### src/rtl/mem_ctrl_pkg.sv
// Shared types and default geometry for the MEM-stage data-memory access controller.
package mem_ctrl_pkg;

    // Controller sequencing: accept in idle, hold the access in wait, pulse the result in resp.
    typedef enum logic [1:0] {
        StIdle = 2'd0,
        StWait = 2'd1,
        StResp = 2'd2
    } state_e;

    // Default data-memory window: 64 words starting at byte address 1024.
    localparam logic [31:0] DefBaseAddr   = 32'd1024;
    localparam int unsigned DefDepthWords = 64;

    // Default number of extra wait cycles per access; must fit the counter (0..15).
    localparam int unsigned DefWaitCycles = 2;

    // Width of the per-access wait counter.
    localparam int unsigned CntW = 4;

    // Size in bytes of a window of 32-bit words.
    function automatic logic [31:0] word_span(input int unsigned depth);
        return 32'(depth * 4);
    endfunction

endpackage

### src/rtl/mem_addr_check.sv
// Combinational legality check for a data-memory byte address: inside the window and
// word-aligned. The range test is done on the offset so BASE_ADDR + span never overflows.
module mem_addr_check
    import mem_ctrl_pkg::*;
#(
    parameter logic [31:0] BASE_ADDR   = DefBaseAddr,
    parameter int unsigned DEPTH_WORDS = DefDepthWords
) (
    input  logic [31:0] addr,
    output logic        ok
);

    localparam logic [31:0] Span = word_span(DEPTH_WORDS);

    logic [31:0] offset;

    // Unsigned window test plus 4-byte alignment.
    always_comb begin
        offset = addr - BASE_ADDR;
        ok     = (addr >= BASE_ADDR) && (offset < Span) && (addr[1:0] == 2'b00);
    end

endmodule

### src/rtl/mem_access_ctrl.sv
// MEM-stage data-memory access controller. Accepts one load/store at a time from the
// pipeline, holds the memory strobes for WAIT_CYCLES+1 cycles, then returns a one-cycle
// response. Illegal addresses are rejected straight to the response state without touching
// memory. Upstream stages are frozen while a request is pending or the access is in flight.
module mem_access_ctrl
    import mem_ctrl_pkg::*;
#(
    parameter logic [31:0] BASE_ADDR   = DefBaseAddr,
    parameter int unsigned DEPTH_WORDS = DefDepthWords,
    parameter int unsigned WAIT_CYCLES = DefWaitCycles
) (
    input  logic        clk,
    input  logic        rst,
    input  logic        req_valid,
    input  logic        req_we,
    input  logic [31:0] req_addr,
    input  logic [31:0] req_wdata,
    output logic        req_ready,
    output logic        resp_valid,
    output logic [31:0] resp_rdata,
    output logic        resp_err,
    output logic        freeze,
    output logic        mem_read,
    output logic        mem_write,
    output logic [31:0] mem_address,
    output logic [31:0] mem_data,
    input  logic [31:0] mem_res
);

    // Counter reload value; WAIT_CYCLES is expected to be 0..15.
    localparam logic [CntW-1:0] WaitInit = CntW'(WAIT_CYCLES);

    state_e          state_q;
    logic [CntW-1:0] cnt_q;
    logic            we_q;
    logic [31:0]     addr_q;
    logic [31:0]     wdata_q;
    logic [31:0]     rdata_q;
    logic            err_q;

    logic addr_ok;
    logic in_wait;
    logic last_wait;

    mem_addr_check #(
        .BASE_ADDR  (BASE_ADDR),
        .DEPTH_WORDS(DEPTH_WORDS)
    ) u_addr_check (
        .addr(req_addr),
        .ok  (addr_ok)
    );

    assign in_wait   = (state_q == StWait);
    assign last_wait = in_wait && (cnt_q == '0);

    // Sequencing FSM: latches the request on acceptance so later req_* changes are ignored,
    // and captures the load result on the edge that leaves the wait state.
    always_ff @(posedge clk) begin
        if (rst) begin
            state_q <= StIdle;
            cnt_q   <= '0;
            we_q    <= 1'b0;
            addr_q  <= '0;
            wdata_q <= '0;
            rdata_q <= '0;
            err_q   <= 1'b0;
        end else begin
            unique case (state_q)
                StIdle: begin
                    if (req_valid) begin
                        if (addr_ok) begin
                            we_q    <= req_we;
                            addr_q  <= req_addr;
                            wdata_q <= req_wdata;
                            cnt_q   <= WaitInit;
                            err_q   <= 1'b0;
                            state_q <= StWait;
                        end else begin
                            // Rejected: nothing latched, no memory traffic.
                            err_q   <= 1'b1;
                            rdata_q <= '0;
                            state_q <= StResp;
                        end
                    end
                end
                StWait: begin
                    if (cnt_q == '0) begin
                        rdata_q <= we_q ? 32'd0 : mem_res;
                        err_q   <= 1'b0;
                        state_q <= StResp;
                    end else begin
                        cnt_q <= cnt_q - 1'b1;
                    end
                end
                StResp: begin
                    // Drop the response registers so nothing lingers after the pulse.
                    rdata_q <= '0;
                    err_q   <= 1'b0;
                    we_q    <= 1'b0;
                    addr_q  <= '0;
                    wdata_q <= '0;
                    cnt_q   <= '0;
                    state_q <= StIdle;
                end
                default: begin
                    state_q <= StIdle;
                end
            endcase
        end
    end

    // Output decode from the registered state; only freeze and mem_write see live inputs.
    always_comb begin
        req_ready   = (state_q == StIdle);
        resp_valid  = (state_q == StResp);
        resp_err    = resp_valid & err_q;
        resp_rdata  = resp_valid ? rdata_q : 32'd0;
        mem_read    = in_wait & ~we_q;
        // A reset in the final wait cycle must suppress the single write.
        mem_write   = last_wait & we_q & ~rst;
        mem_address = in_wait ? addr_q : 32'd0;
        mem_data    = in_wait ? wdata_q : 32'd0;
        freeze      = (req_ready & req_valid) | in_wait;
    end

endmodule

### config.mk
export PLATFORM = sky130hd
export DESIGN_NAME = mem_access_ctrl
export DESIGN_NICKNAME = d
export VERILOG_FILES = /design/src/rtl/mem_ctrl_pkg.sv /design/src/rtl/mem_addr_check.sv /design/src/rtl/mem_access_ctrl.sv
export SDC_FILE = /design/constraint.sdc
export NUM_CORES = 1
export LEC_CHECK = 0
export CORE_MARGIN = 5
export CORE_UTILIZATION = 25
export CTS_BUF_LIST = sky130_fd_sc_hd__clkbuf_4 sky130_fd_sc_hd__clkbuf_8
export DETAILED_ROUTE_END_ITERATION = 7
export PLACE_DENSITY = 0.49
export SLEW_MARGIN = 20
export SYNTH_ARGS = -nofsm -noshare
export SYNTH_HDL_FRONTEND = slang
export SYNTH_SLANG_ARGS = --single-unit
### constraint.sdc
create_clock -name clk -period 3 [get_ports clk]
set_clock_uncertainty 0.05 [all_clocks]
set_input_delay 0.3 -clock clk [delete_from_list [all_inputs] [get_ports clk]]
set_output_delay 0.3 -clock clk [all_outputs]
set_load 0.005 [all_outputs]
==> flow_summary_export.csv <==
group,metric,value,unit
layout,fillers,2016,
synthesis,async_reset_ff_share,0,%
clock_network,cts_sinks,104,
clock_network,cts.clk_slew.worst_paths,0.11,ns
floorplan,die-area,23000,µm²
clock_network,post_cts_buffers,0,
routing,drtIter0Drc,221,
global_routing,grt-ovfl-total,0,
clock_network,cts_tree,"built",
sta,setup_tns,0,ns
pwr,p_clk_share,37.5,%
synthesis,syn_area,5010,µm²
floorplan,die_h,152,µm
global_routing,antenna_found_initial,1,
routing,ant_nets,0,
floorplan,die_w,152,µm
routing,vias_per_cell,4.67,
synthesis,ys_seq_elements,104,
synthesis,synth_cell_types,40,
sta,period_minus_slack,2.72,ns
synthesis,yosys_warnings,0,
sta,fmax,0.368,GHz
worst_setup_path,cpPeakStageDelay,0.52,ns
clock_network,hold_buffers,0,
outcome,status,"finished, final reports clean",
routing,drt-total-wl,16.7,mm
pwr,seqPwrFrac,50.6,%
clock_network,numCtsBuffers,9,
synthesis,synth-main-ff-cell,"dfxtp_1",
layout,syn_to_final_growth,49.9,%
synthesis,synth_top_area_share,41.5,%
min_path,hold_class,"input port to register",
synthesis,yosysMostFrequentCell,"dfxtp_1",
sta,slew_headroom,37.4,%
pwr,p_sw,708,µW
min_path,worstHoldStart,"req_wdata[12]",
global_routing,grt_max_degree,66,
synthesis,yosysTopAreaCell,"dfxtp_1",
floorplan,ios,202,
place,pre_cts_slack,0.0237,ns
synthesis,synth_common_cells,"104 x dfxtp_1, 98 x and2_1, 80 x nand2_1, 52 x clkbuf_1",
pwr,p_leak,0.00264,µW
synthesis,yosysSeqAreaShare,41.5,%
worst_setup_path,crit_fanout,58,
global_routing,grt_usage,14.2,%
worst_setup_path,endpoint_kind,"output pin",
worst_setup_path,slowest_stage,"clkdlybuf4s50_1",
place,place.gp.congestion,0.748,
worst_setup_path,r2r_start,"cnt_q[0]",
sta,finalHoldViolCount,0,
synthesis,synth_edf_count,0,
layout,diodes,0,
clock_network,clockBufferDepth,2,
worst_setup_path,critPathLaunchType,"register",
pwr,ir_worst_vdd,0.205,mV
sta,worst_slew_pin_slew,0.937,ns
worst_setup_path,worstPathArrival,2.37,ns
worst_setup_path,crit_required,2.65,ns
synthesis,syn-num-nets,733,
sta,finalSetupViolations,0,
routing,detail_route.drc_violations,0,
run,drv_cap,0,
worst_setup_path,cp-startpoint,"state_q[1]",
worst_setup_path,path_cells,"inv_1 -> ha_2 -> buf_4 -> and2_1 -> clkdlybuf4s50_1",
synthesis,ys_top_cells_by_area,"dfxtp_1 42%, and2_1 12%, nand2_1 6.0%",
global_routing,grt_pass1_wl,26.2,mm
clock_network,htreeDepth,3,
floorplan,num_rows,51,
layout,num-nets-final,902,
pwr,p_per_area,365,nW/µm²
place,portBuffers,201,
clock_network,cts_root_buf,"clkbuf_8",
sta,drv_slew,0,
clock_network,clk-insertion-delay-late,0.38,ns
worst_setup_path,path_class,"register to output pin",
layout,layout-drive-gt1-share,5.99,%
place,dpl_cell_area,7290,µm²
sta,fin_crit_sh,90.7,%
pwr,switching_share,25.8,%
pwr,cell_internal_pwr,2040,µW
floorplan,floorplan.initialDensity,25.6,%
floorplan,core,19600,µm²
synthesis,postSynthCellCount,628,
layout,final_cell_area,7520,µm²
routing,num_vias,4980,
synthesis,syn_avg_cell_area,7.99,µm²
sta,fin_ws,0.279,ns
routing,drt-pass1-iter-count,4,
sta,rsz0062_at_grt,"no",
clock_network,post_cts_resized,0,
global_routing,grt_pass1_vias,5118,
place,post-dp-hpwl,11.4,mm
routing,wire_per_inst,15.6,µm
pwr,share_comb_of_total_power,11.9,%
-- final cells by class --
type	count	area (µm²)	area share, %
multi-input combinational	455	2660	35.4
timing repair buffer	217	2180	29.0
sequential	104	2080	27.7
tap	265	332	4.41
clock buffer	9	124	1.65
clock inverter	7	106	1.41
inverter	10	37.5	0.499
-- per-stage QoR --
step | std cells | total power (µW) | hold WS (ns) | utilization (%)
CTS | 1067 | 2790 | 0.374 | 38.4
global route | 1067 | 2870 | 0.381 | 38.4
finish | 1067 | 2740 | 0.401 | 38.4
detailed placement | 1051 | 1750 | 0.409 | 37.2
floorplan | 628 | 1540 | 0.377 | -
global placement | 1051 | 1750 | 0.403 | 37.2
-- registers in the layout, summed over array words and instances (netlist names) --
register	cells
cnt_q	4
we_q	1
rdata_q	32
err_q	1
addr_q	32
state_q	2
wdata_q	32
-- worst max-delay path: cells and delay by family (launching register included) --
kind,cells,cell delay [ns]
fa+ha+maj,1,0.31
simple gates,1,0.25
buf+inv,3,1.03
flops,1,0.36
-- layer usage --
layer / GRT usage, % / routed length [µm] / part of all wire (%)
met1: 17.3 / 7380 / 44
met2: 24.4 / 7850 / 47
met3: 4.31 / 1260 / 7.6
met4: 3.46 / 177 / 1.1
met5: 0 / 13 / 0.078
-- placed cells by master (no fill, tap or decap), types with 6 or more instances in the layout --
cell / instances
nor3_1: 6
clkbuf_8: 9
and2_1: 98
nor2_1: 6
nand2_1: 80
or3_1: 35
dfxtp_1: 104
a21oi_1: 38
clkdlybuf4s50_1: 200
and3_1: 25
o211ai_1: 40
o21ai_0: 36
o21ai_1: 40
inv_1: 10
buf_4: 12
-- power groups by stage --
stage | Sequential [µW] | Clock (µW) | Combinational [µW]
final | 1390 | 1030 | 326
after global placement | 1420 | 0 | 327
after detailed placement | 1420 | 0 | 329
after floorplan | 1420 | 0 | 125
after CTS | 1390 | 1070 | 330
after global routing | 1390 | 1130 | 354
-- cell families after synthesis --
family,count (synthesis),share of synthesized area [%]
compound gates,163,19.0
xor+xnor,1,0.175
fa+ha+maj,5,1.25
buf+inv,69,6.01
flops,104,41.5
mux,2,0.399
simple gates,284,31.7
-- final timing paths --
path / endpoint / slack (ns) / depth (start not counted)
setup / recovery: mem_data[18] / 0.28 / 5
hold / removal: wdata_q[12] / 0.40 / 3
setup reg to reg: rdata_q[20] / 0.61 / 9
hold reg to reg: rdata_q[18] / 0.42 / 2
Power figures use the tool's default switching activity.
